## config.mk

```make
export PLATFORM = sky130hd
export DESIGN_NAME = mem_bus_arbiter_flat
export DESIGN_NICKNAME = d
export VERILOG_FILES = /design/src/rtl/mem_bus_arbiter_pkg.sv /design/src/rtl/mem_bus_arbiter_if.sv /design/src/rtl/mem_bus_arbiter_grant.sv /design/src/rtl/mem_bus_arbiter.sv /design/src/flat_wrapper.sv
export SDC_FILE = /design/constraint.sdc
export NUM_CORES = 1
export LEC_CHECK = 0
export ABC_AREA = 1
export CAP_MARGIN = 5
export CORE_AREA = 2 2 121 123
export DETAILED_ROUTE_END_ITERATION = 6
export DIE_AREA = 0 0 123 125
export PLACE_DENSITY_LB_ADDON = 0.3
export SLEW_MARGIN = 25
export SYNTH_ARGS = -nofsm -noshare
export SYNTH_HDL_FRONTEND = slang
export SYNTH_HIERARCHICAL = 1
export SYNTH_SLANG_ARGS = --single-unit
```

## constraint.sdc

```tcl
create_clock -name clk -period 4.93 [get_ports clk]
set_clock_uncertainty 0.15 [all_clocks]
set_input_delay 0.493 -clock clk [delete_from_list [all_inputs] [get_ports clk]]
set_output_delay 0.493 -clock clk [all_outputs]
set_load 0.005 [all_outputs]
```

## src/rtl/mem_bus_arbiter_pkg.sv

```systemverilog
// Shared types and defaults for the instruction/data memory bus arbiter.
package mem_bus_arbiter_pkg;

    localparam int ADDR_W_DEF       = 32;
    localparam int DATA_W_DEF       = 32;
    localparam int STARVE_LIMIT_DEF = 4;
    localparam int STREAK_W         = 8;

    typedef enum logic [1:0] {
        ARB_IDLE  = 2'd0,
        ARB_ADDR  = 2'd1,
        ARB_DATA  = 2'd2,
        ARB_LOCAL = 2'd3
    } arb_state_t;

    typedef enum logic [1:0] {
        OWN_NONE = 2'd0,
        OWN_INST = 2'd1,
        OWN_DATA = 2'd2
    } arb_owner_t;

    function automatic logic [STREAK_W-1:0] streak_inc(
        input logic [STREAK_W-1:0] cur,
        input logic [STREAK_W-1:0] limit
    );
        if (cur >= limit) begin
            return limit;
        end else begin
            return cur + 8'd1;
        end
    endfunction

endpackage

```

## src/rtl/mem_bus_arbiter_if.sv

```systemverilog
// Request/response memory port: used for the fetch port, the data port and the shared bus.
interface mem_bus_arbiter_if #(
    parameter int ADDR_W = 32,
    parameter int DATA_W = 32
);
    logic                  req;
    logic                  wr;
    logic [DATA_W/8-1:0]   wstrb;
    logic [ADDR_W-1:0]     addr;
    logic [DATA_W-1:0]     wdata;
    logic                  addr_ok;
    logic                  data_ok;
    logic [DATA_W-1:0]     rdata;

    modport master (
        output req, wr, wstrb, addr, wdata,
        input  addr_ok, data_ok, rdata
    );

    modport slave (
        input  req, wr, wstrb, addr, wdata,
        output addr_ok, data_ok, rdata
    );
endinterface

```

## src/rtl/mem_bus_arbiter_grant.sv

```systemverilog
// Grant decision for an idle arbiter: data first, fetch forced after a streak of data grants.
module mem_arb_grant
    import mem_bus_arbiter_pkg::*;
#(
    parameter int STARVE_LIMIT = STARVE_LIMIT_DEF
) (
    input  logic clk,
    input  logic rst,
    input  logic i_idle,
    input  logic i_inst_req,
    input  logic i_data_req,
    output logic o_grant_inst,
    output logic o_grant_data
);
    localparam logic [STREAK_W-1:0] LIMIT = STREAK_W'(STARVE_LIMIT);

    logic [STREAK_W-1:0] r_streak;
    logic                w_force_inst;

    // Priority decision, only meaningful while the arbiter is idle
    always_comb begin
        w_force_inst = i_inst_req && (r_streak == LIMIT);
        o_grant_data = i_idle && i_data_req && !w_force_inst;
        o_grant_inst = i_idle && i_inst_req && !o_grant_data;
    end

    // Count data grants that overtook a waiting fetch
    always_ff @(posedge clk) begin
        if (rst) begin
            r_streak <= '0;
        end else if (o_grant_inst) begin
            r_streak <= '0;
        end else if (o_grant_data) begin
            r_streak <= i_inst_req ? streak_inc(r_streak, LIMIT) : '0;
        end else begin
            r_streak <= r_streak;
        end
    end
endmodule

```

## src/rtl/mem_bus_arbiter.sv

```systemverilog
// Shares one memory bus between fetch and load/store ports, one transaction in flight.
module mem_bus_arbiter
    import mem_bus_arbiter_pkg::*;
#(
    parameter int ADDR_W       = ADDR_W_DEF,
    parameter int DATA_W       = DATA_W_DEF,
    parameter int STARVE_LIMIT = STARVE_LIMIT_DEF
) (
    input  logic              clk,
    input  logic              rst,
    mem_bus_arbiter_if.slave  inst_if,
    mem_bus_arbiter_if.slave  data_if,
    mem_bus_arbiter_if.master bus_if
);
    localparam int STRB_W = DATA_W / 8;

    arb_state_t          r_state;
    arb_state_t          w_next_state;
    arb_owner_t          r_owner;
    logic                r_wr;
    logic [STRB_W-1:0]   r_wstrb;
    logic [ADDR_W-1:0]   r_addr;
    logic [DATA_W-1:0]   r_wdata;

    logic w_idle;
    logic w_grant_inst;
    logic w_grant_data;
    logic w_local_store;
    logic w_addr_ok;
    logic w_data_ok;
    logic w_local_done;

    assign w_idle        = (r_state == ARB_IDLE);
    assign w_local_store = w_grant_data && data_if.wr && (data_if.wstrb == '0);

    mem_arb_grant #(
        .STARVE_LIMIT (STARVE_LIMIT)
    ) u_grant (
        .clk          (clk),
        .rst          (rst),
        .i_idle       (w_idle),
        .i_inst_req   (inst_if.req),
        .i_data_req   (data_if.req),
        .o_grant_inst (w_grant_inst),
        .o_grant_data (w_grant_data)
    );

    // State register
    always_ff @(posedge clk) begin
        if (rst) begin
            r_state <= ARB_IDLE;
        end else begin
            r_state <= w_next_state;
        end
    end

    // Next-state logic; a combined addr_ok+data_ok finishes straight from ADDR
    always_comb begin
        w_next_state = r_state;
        case (r_state)
            ARB_IDLE: begin
                if (w_local_store) begin
                    w_next_state = ARB_LOCAL;
                end else if (w_grant_inst || w_grant_data) begin
                    w_next_state = ARB_ADDR;
                end else begin
                    w_next_state = ARB_IDLE;
                end
            end
            ARB_ADDR: begin
                if (bus_if.addr_ok) begin
                    w_next_state = bus_if.data_ok ? ARB_IDLE : ARB_DATA;
                end else begin
                    w_next_state = ARB_ADDR;
                end
            end
            ARB_DATA:  w_next_state = bus_if.data_ok ? ARB_IDLE : ARB_DATA;
            ARB_LOCAL: w_next_state = ARB_IDLE;
            default:   w_next_state = ARB_IDLE;
        endcase
    end

    // Latch the granted request; fetches are always full-word reads
    always_ff @(posedge clk) begin
        if (rst) begin
            r_owner <= OWN_NONE;
            r_wr    <= 1'b0;
            r_wstrb <= '0;
            r_addr  <= '0;
            r_wdata <= '0;
        end else if (w_grant_data) begin
            r_owner <= OWN_DATA;
            r_wr    <= data_if.wr;
            r_wstrb <= data_if.wr ? data_if.wstrb : '0;
            r_addr  <= data_if.addr;
            r_wdata <= data_if.wdata;
        end else if (w_grant_inst) begin
            r_owner <= OWN_INST;
            r_wr    <= 1'b0;
            r_wstrb <= '0;
            r_addr  <= inst_if.addr;
            r_wdata <= '0;
        end else begin
            r_owner <= r_owner;
            r_wr    <= r_wr;
            r_wstrb <= r_wstrb;
            r_addr  <= r_addr;
            r_wdata <= r_wdata;
        end
    end

    // Bus drive and response steering to the owning port only
    always_comb begin
        w_addr_ok    = !rst && (r_state == ARB_ADDR) && bus_if.addr_ok;
        w_data_ok    = !rst && (((r_state == ARB_ADDR) && bus_if.addr_ok && bus_if.data_ok)
                               || ((r_state == ARB_DATA) && bus_if.data_ok));
        w_local_done = !rst && (r_state == ARB_LOCAL);

        bus_if.req = !rst && (r_state == ARB_ADDR);
        if (bus_if.req) begin
            bus_if.wr    = r_wr;
            bus_if.wstrb = r_wstrb;
            bus_if.addr  = r_addr;
            bus_if.wdata = r_wdata;
        end else begin
            bus_if.wr    = 1'b0;
            bus_if.wstrb = '0;
            bus_if.addr  = '0;
            bus_if.wdata = '0;
        end

        inst_if.addr_ok = w_addr_ok && (r_owner == OWN_INST);
        inst_if.data_ok = w_data_ok && (r_owner == OWN_INST);
        data_if.addr_ok = (w_addr_ok && (r_owner == OWN_DATA)) || w_local_done;
        data_if.data_ok = (w_data_ok && (r_owner == OWN_DATA)) || w_local_done;
        inst_if.rdata   = bus_if.rdata;
        data_if.rdata   = bus_if.rdata;
    end
endmodule

```

## src/flat_wrapper.sv

```systemverilog
// flat-port wrapper written by rule: the top's interface ports become plain ports
module mem_bus_arbiter_flat import mem_bus_arbiter_pkg::*;
#(
    parameter int ADDR_W       = ADDR_W_DEF,
    parameter int DATA_W       = DATA_W_DEF,
    parameter int STARVE_LIMIT = STARVE_LIMIT_DEF
)
  (clk, rst, inst_if_req, inst_if_wr, inst_if_wstrb, inst_if_addr, inst_if_wdata, inst_if_addr_ok, inst_if_data_ok, inst_if_rdata, data_if_req, data_if_wr, data_if_wstrb, data_if_addr, data_if_wdata, data_if_addr_ok, data_if_data_ok, data_if_rdata, bus_if_req, bus_if_wr, bus_if_wstrb, bus_if_addr, bus_if_wdata, bus_if_addr_ok, bus_if_data_ok, bus_if_rdata);
  mem_bus_arbiter_if #(.ADDR_W(ADDR_W), .DATA_W(DATA_W)) inst_if_i ();
  mem_bus_arbiter_if #(.ADDR_W(ADDR_W), .DATA_W(DATA_W)) data_if_i ();
  mem_bus_arbiter_if #(.ADDR_W(ADDR_W), .DATA_W(DATA_W)) bus_if_i ();
  input  logic clk;
  input  logic rst;
  input wire logic [$bits(inst_if_i.req)-1:0] inst_if_req;
  input wire logic [$bits(inst_if_i.wr)-1:0] inst_if_wr;
  input wire logic [$bits(inst_if_i.wstrb)-1:0] inst_if_wstrb;
  input wire logic [$bits(inst_if_i.addr)-1:0] inst_if_addr;
  input wire logic [$bits(inst_if_i.wdata)-1:0] inst_if_wdata;
  output wire logic [$bits(inst_if_i.addr_ok)-1:0] inst_if_addr_ok;
  output wire logic [$bits(inst_if_i.data_ok)-1:0] inst_if_data_ok;
  output wire logic [$bits(inst_if_i.rdata)-1:0] inst_if_rdata;
  input wire logic [$bits(data_if_i.req)-1:0] data_if_req;
  input wire logic [$bits(data_if_i.wr)-1:0] data_if_wr;
  input wire logic [$bits(data_if_i.wstrb)-1:0] data_if_wstrb;
  input wire logic [$bits(data_if_i.addr)-1:0] data_if_addr;
  input wire logic [$bits(data_if_i.wdata)-1:0] data_if_wdata;
  output wire logic [$bits(data_if_i.addr_ok)-1:0] data_if_addr_ok;
  output wire logic [$bits(data_if_i.data_ok)-1:0] data_if_data_ok;
  output wire logic [$bits(data_if_i.rdata)-1:0] data_if_rdata;
  output wire logic [$bits(bus_if_i.req)-1:0] bus_if_req;
  output wire logic [$bits(bus_if_i.wr)-1:0] bus_if_wr;
  output wire logic [$bits(bus_if_i.wstrb)-1:0] bus_if_wstrb;
  output wire logic [$bits(bus_if_i.addr)-1:0] bus_if_addr;
  output wire logic [$bits(bus_if_i.wdata)-1:0] bus_if_wdata;
  input wire logic [$bits(bus_if_i.addr_ok)-1:0] bus_if_addr_ok;
  input wire logic [$bits(bus_if_i.data_ok)-1:0] bus_if_data_ok;
  input wire logic [$bits(bus_if_i.rdata)-1:0] bus_if_rdata;
  assign inst_if_i.req = inst_if_req;
  assign inst_if_i.wr = inst_if_wr;
  assign inst_if_i.wstrb = inst_if_wstrb;
  assign inst_if_i.addr = inst_if_addr;
  assign inst_if_i.wdata = inst_if_wdata;
  assign inst_if_addr_ok = inst_if_i.addr_ok;
  assign inst_if_data_ok = inst_if_i.data_ok;
  assign inst_if_rdata = inst_if_i.rdata;
  assign data_if_i.req = data_if_req;
  assign data_if_i.wr = data_if_wr;
  assign data_if_i.wstrb = data_if_wstrb;
  assign data_if_i.addr = data_if_addr;
  assign data_if_i.wdata = data_if_wdata;
  assign data_if_addr_ok = data_if_i.addr_ok;
  assign data_if_data_ok = data_if_i.data_ok;
  assign data_if_rdata = data_if_i.rdata;
  assign bus_if_req = bus_if_i.req;
  assign bus_if_wr = bus_if_i.wr;
  assign bus_if_wstrb = bus_if_i.wstrb;
  assign bus_if_addr = bus_if_i.addr;
  assign bus_if_wdata = bus_if_i.wdata;
  assign bus_if_i.addr_ok = bus_if_addr_ok;
  assign bus_if_i.data_ok = bus_if_data_ok;
  assign bus_if_i.rdata = bus_if_rdata;
  mem_bus_arbiter #(.ADDR_W(ADDR_W), .DATA_W(DATA_W), .STARVE_LIMIT(STARVE_LIMIT)) u_core (.clk(clk), .rst(rst), .inst_if(inst_if_i), .data_if(data_if_i), .bus_if(bus_if_i));
endmodule
```

==> flow_summary_export.csv, run 1 <==
group,metric,value,unit
run_status,status,"completed",
routing,ant_nets,0,
power_and_ir_drop,swShare,27.3,%
routing,drt_iter0_markers,155,
yosys,synthTopCellsByCount,"nand2_1, inv_1, nor2_1",
yosys,synth_area_leaders,"dfxtp_1, nand2_1, buf_4",
yosys,yosys_warnings,6,
yosys,ys_ff_latch,81,
cts,clk_pin_slew,0.06,ns
cells_and_area,fill_cells,1513,
yosys,synth_top_area_cell,"dfxtp_1",
yosys,async_flop_share,0,%
cells_and_area,multi_input_area,0.00176,sq mm
cts,cts_buffer_depth,2,
routing,vias,4243,
sta,setup_viol,0,
yosys,synth-edff-count,0,
power_and_ir_drop,comb_power_share,20.5,%
job,drv_cap,0,
place,place_congestion,0.773,
floorplan,die_h,125,microns
yosys,synthCells,696,
worst_setup_path,crit_path_max_incr_delay,0.69,ns
sta,period_needed,3.51,ns
sta,slew_headroom,35.4,%
floorplan,die_area,0.0154,sq mm
cells_and_area,drive_gt1_share,5.76,%
power_and_ir_drop,p_clk_share,39.7,%
worst_setup_path,critical_path_arrival,2.86,ns
routing,totalWireLength,12300,microns
floorplan,chipWidth,123,microns
worst_setup_path,timing.critical_path.buf_inv,4,
cts,ctsResizeCount,0,
yosys,yosys.area.top_type_share,35.8,%
sta,finalCritPeriodShare,71.1,%
routing,post_drt_wl_per_cell,12.5,microns
cells_and_area,syn2layout_area_growth,37.2,%
global_routing,grt_max_degree,70,
min_path,hold_class,"reg2reg",
place,dp_hpwl,8160,microns
place,pre_cts_ws,1.29,ns
worst_setup_path,startpoint_type,"input pin",
yosys,synth_ff_type,"dfxtp_1",
cts,hold_buffers,0,
cells_and_area,seqCellArea,0.00162,sq mm
sta,worst_pin_slew,0.966,ns
yosys,synth_most_common_cell,"nand2_1",
power_and_ir_drop,p_int,1.35,mW
cts,clock_sink_count,81,
worst_setup_path,path_cells,"buf_2 > inv_2 > nand2_2 > buf_4 > nor2_1 > clkdlybuf4s50_1",
power_and_ir_drop,p_switching,0.507,mW
floorplan,core-area,0.0142,sq mm
global_routing,grt.overflow.total,0,
worst_setup_path,critical-path-top-delay-family,"buffers and inverters",
worst_setup_path,path_class,"in2out",
sta,finalSetupTns,0,ns
yosys,synthDistinctLibCells,24,
global_routing,grt_pass1_wl,19600,microns
routing,drc,0,
global_routing,track_usage,16.2,%
global_routing,grt_pass1_vias,4021,
yosys,netlist_area,0.00452,sq mm
worst_setup_path,cp-end-kind,"output pin",
cts,cts_buffers,9,
yosys,syn_avg_cell_area,6.50,sq um
worst_setup_path,cp_slowest_cell,"nand2_2",
place,port_buffers,180,
yosys,seq_area_frac_synth,35.8,%
cts,post_cts_buffers,0,
global_routing,grt_antenna_before_repair,0,
sta,rsz0062_at_grt,"no",
power_and_ir_drop,ir_drop,0.169,mV
power_and_ir_drop,powerDensity,300,mW/mm^2
cells_and_area,antennaDiodeCount,0,
cts,cts-root-buf,"clkbuf_16",
cts,insertion_delay,0.34,ns
sta,setup_ws,1.42,ns
worst_setup_path,crit_fanout,47,
cells_and_area,finalNetCount,972,
sta,drv_slew,0,
yosys,synth_fp_nets,874,
worst_setup_path,worst_ep_required_time,4.29,ns
sta,hold_viol,0,
floorplan,num_rows,44,
power_and_ir_drop,seqPwrFrac,39.8,%
cts,tritoncts,"built",
floorplan,ios,314,
power_and_ir_drop,leakage,2.57,nW
routing,vias_per_cell,4.32,
cts,h-tree-depth,3,
floorplan,initial_utilization,31.9,%
sta,fmax,0.285,GHz
routing,first_pass_iters,4,
==> path summary, 6_finish.rpt <==
kind	from	to	slack (ns)	cells past startpoint
hold reg to reg	u_core/r_wdata[9]	u_core/r_wdata[9]	0.31	2
setup / recovery	rst	bus_if_addr[24]	1.42	6
setup reg to reg	u_core/r_state[1]	u_core/r_addr[23]	2.09	9
hold / removal	u_core/r_wdata[9]	u_core/r_wdata[9]	0.31	2
==> flip-flops by register name, indices dropped and copies added (netlist names) <==
register and cells:
u_core/r_addr 32, u_core/r_wdata 32, u_core/u_grant/r_streak 8, u_core/r_wstrb 4, u_core/r_owner 2, u_core/r_state 2
u_core/r_wr 1
==> layer usage <==
layer,GRT usage [%],vias to the layer above,share of wire [%]
li1,-,2218,-
met1,18.9,1865,43
met5,0,-,0
met4,8.69,0,3.9
met3,3.83,41,6.7
met2,27.1,119,46
==> through the flow <==
| step | hold slack [ns] | total power [mW] | utilization, % | instance area [sq um] | std cells |
|---|---|---|---|---|---|
| detailed placement | 0.302 | 1.14 | 41.4 | 5880 | 967 |
| global placement | 0.300 | 1.14 | 41.4 | 5880 | 967 |
| finish | 0.310 | 1.86 | 43.7 | 6210 | 983 |
| global route | 0.328 | 1.98 | 43.7 | 6210 | 983 |
| CTS | 0.312 | 1.90 | 43.7 | 6210 | 983 |
| floorplan | 0.289 | 1.03 | - | 4520 | 696 |
==> power by group through the flow <==
stage	clock, mW	sequential (mW)	combinational (mW)
finish	0.739	0.740	0.381
global route	0.795	0.747	0.433
detailed placement	0	0.755	0.387
floorplan	0	0.749	0.285
CTS	0.766	0.740	0.389
global placement	0	0.754	0.387
==> tightest hold or removal path, delay by kind of cell, from the launching register on <==
| kind | cells | cell delay [ns] |
|---|---|---|
| flops | 1 | 0.31 |
| simple gates | 1 | 0.06 |
| compound gates | 1 | 0.05 |
==> cells in the final DEF, fill, tap and decap left out <==
cell type / Yosys / layout
dfxtp_1: 81 / 81
nand3_1: 25 / 25
inv_1: 112 / 112
nand2_4: 1 / 1
inv_2: 5 / 5
buf_4: 65 / 4
nand2_1: 158 / 158
clkinvlp_4: 0 / 1
nor2_4: 2 / 2
bufinv_16: 0 / 2
a21oi_2: 1 / 1
clkinv_2: 0 / 2
nor3_1: 30 / 30
clkbuf_16: 0 / 9
ha_1: 2 / 2
a21oi_1: 39 / 39
nor2_8: 1 / 1
nand2_2: 14 / 14
nor2_2: 1 / 1
a211oi_1: 1 / 1
nor2_1: 105 / 105
buf_2: 18 / 1
o21ai_0: 14 / 14
clkbuf_8: 0 / 2
clkdlybuf4s50_1: 0 / 179
nand4_1: 7 / 7
==> area by class of cell <==
| type | instances | area share, % |
|---|---|---|
| Tap cell | 184 | 3.71 |
| Clock inverter | 5 | 1.25 |
| Inverter | 117 | 7.07 |
| Sequential cell | 81 | 26.1 |
| Timing Repair Buffer | 184 | 29.4 |
| Multi-Input combinational cell | 401 | 28.4 |
| Clock buffer | 11 | 4.07 |
==> cell families after synthesis <==
| logic type | after synthesis | synth area share [%] |
|---|---|---|
| flops | 81 | 35.8 |
| compound gates | 55 | 6.22 |
| simple gates | 344 | 32.1 |
| fa+ha+maj | 2 | 0.553 |
| buf+inv | 214 | 25.2 |
Power figures use the tool's default switching activity.
==> run 2, diff against run 1 <==
CORE_AREA = 2 2 122 124   (was 2 2 121 123)
DIE_AREA = 0 0 124 126   (was 0 0 123 125)
clock period = 3.6 ns   (was 4.93 ns; I/O delays follow)
==> flow_summary_export.csv, run 2 (synthesis gave the netlist of run 1 again) <==
group,metric,value,unit
run_status,status,"completed",
global_routing,grt_pass1_vias,4007,
worst_setup_path,reg2reg_slack,1.15,ns
cts,clk_pin_slew,0.06,ns
power_and_ir_drop,ir_drop,0.183,mV
cts,clock_sink_count,81,
global_routing,grt_antenna_before_repair,0,
routing,drt_iter0_markers,167,
floorplan,die_h,126,microns
min_path,hold_class,"reg2reg",
floorplan,chipWidth,124,microns
cts,insertion_delay,0.34,ns
worst_setup_path,path_class,"in2out",
sta,setup_ws,1.05,ns
sta,fmax,0.392,GHz
power_and_ir_drop,powerDensity,386,mW/mm^2
worst_setup_path,crit_fanout,39,
routing,post_drt_wl_per_cell,12.6,microns
place,pre_cts_ws,0.858,ns
cells_and_area,syn2layout_area_growth,36.3,%
sta,rsz0062_at_grt,"no",
power_and_ir_drop,leakage,2.55,nW
sta,period_needed,2.55,ns
cts,post_cts_buffers,0,
place,dp_hpwl,8710,microns
routing,drc,0,
worst_setup_path,rr_startpoint,"u_core/r_state[1]",
min_path,hold_depth,2,
cells_and_area,layout_commonest_cell,"clkdlybuf4s50_1",
cells_and_area,finalNetCount,976,
cells_and_area,reg.largest.list,"u_core/r_addr x32, u_core/r_wdata x32, u_core/u_grant/r_streak x8",
floorplan,ios,314,
cells_and_area,drive_gt1_share,5.49,%
cells_and_area,antennaDiodeCount,0,
sta,hold_viol,0,
floorplan,core-area,0.0143,sq mm
worst_setup_path,cp-end-kind,"output pin",
place,placed_cell_area,0.00591,sq mm
place,port_buffers,180,
sta,slew_headroom,60.4,%
worst_setup_path,worst_ep_required_time,3.09,ns
cts,cts-root-buf,"clkbuf_16",
floorplan,num_rows,44,
cells_and_area,seqCellArea,0.00162,sq mm
sta,worst_pin_slew,0.594,ns
cells_and_area,final_cell_mix,"clkdlybuf4s50_1, nand2_1, inv_1, nor2_1, dfxtp_1",
job,drv_cap,0,
global_routing,grt.overflow.total,0,
min_path,hold_path_end,"u_core/r_wdata[30]",
routing,ant_nets,0,
cells_and_area,multi_input_area,0.00176,sq mm
worst_setup_path,startpoint_type,"input pin",
cts,cts_buffer_depth,2,
global_routing,track_usage,16.2,%
routing,vias,4226,
place,place_congestion,0.771,
sta,finalSetupTns,0,ns
sta,finalCritPeriodShare,70.8,%
global_routing,grt_pass1_wl,19700,microns
sta,holdWs,0.310,ns
cells_and_area,final_area,0.00617,sq mm
routing,vias_per_cell,4.29,
worst_setup_path,critical_path_arrival,2.04,ns
cts,h-tree-depth,3,
cells_and_area,fill_cells,1562,
worst_setup_path,reg2reg_depth,8,
floorplan,die_area,0.0156,sq mm
cts,tritoncts,"built",
cts,ctsResizeCount,0,
routing,first_pass_iters,6,
worst_setup_path,r2r-end,"u_core/r_addr[29]",
routing,totalWireLength,12400,microns
sta,setup_viol,0,
floorplan,initial_utilization,31.6,%
cts,cts_buffers,9,
cts,hold_buffers,0,
min_path,min-delay-start,"u_core/r_wdata[30]",
global_routing,grt_max_degree,40,
sta,drv_slew,0,
## run 2: changes by cell type in the layout (fill, tap and decap cells not counted)
cell / delta
bufinv_16: -2
clkinv_2: -2
buf_4: +4
clkbuf_1: +5
clkbuf_8: -1
clkinvlp_4: -1
## run 2: worst max-delay path: stages
cell             delay [ns]
buf_2                  0.46
inv_2                  0.08
nand2_2                0.09
buf_4                  0.39
inv_2                  0.08
nand3_1                0.08
nand2_1                0.05
clkdlybuf4s50_1        0.45
## run 2: final cells by class
type,instances,share of cell area (%)
clock buffers,15,4.18
inverters,117,7.12
multi-input cells,401,28.6
flip-flops and latches,81,26.3
well taps,184,3.73
repair buffers,188,30.1
## run 2: how the worst max path moves through the flow
stage,startpoint,to,slack [ns],cells past startpoint
after global placement,inst_if_req,u_core/r_addr[5],0.88,12
after floorplan,u_core/u_grant/r_streak[0],u_core/r_addr[10],1.78,15
after CTS,rst,data_if_addr_ok,0.98,8
after detailed placement,inst_if_req,u_core/r_addr[9],0.86,12
final,rst,data_if_addr_ok,1.05,8
after global routing,rst,data_if_addr_ok,0.88,8
## run 2: stage by stage
| stage | total power, mW | utilization [%] | std cells |
|---|---|---|---|
| floorplan | 1.42 | - | 696 |
| global placement | 1.57 | 41.3 | 971 |
| detailed placement | 1.57 | 41.3 | 971 |
| CTS | 2.43 | 43.1 | 986 |
| global route | 2.53 | 43.1 | 986 |
| finish | 2.38 | 43.1 | 986 |
## run 2: power by group
group	internal, mW	switching, mW
combinational	0.239	0.290
sequential	0.976	0.0378
clock	0.484	0.351
total	1.70	0.678
## run 2: per-layer routing
metal | GRT usage (%) | vias up | routed length [microns]
li1 | - | 2218 | -
met1 | 19.6 | 1866 | 5610
met2 | 26.5 | 106 | 5580
met3 | 3.85 | 36 | 751
met4 | 8.72 | 0 | 471
met5 | 0 | - | 0
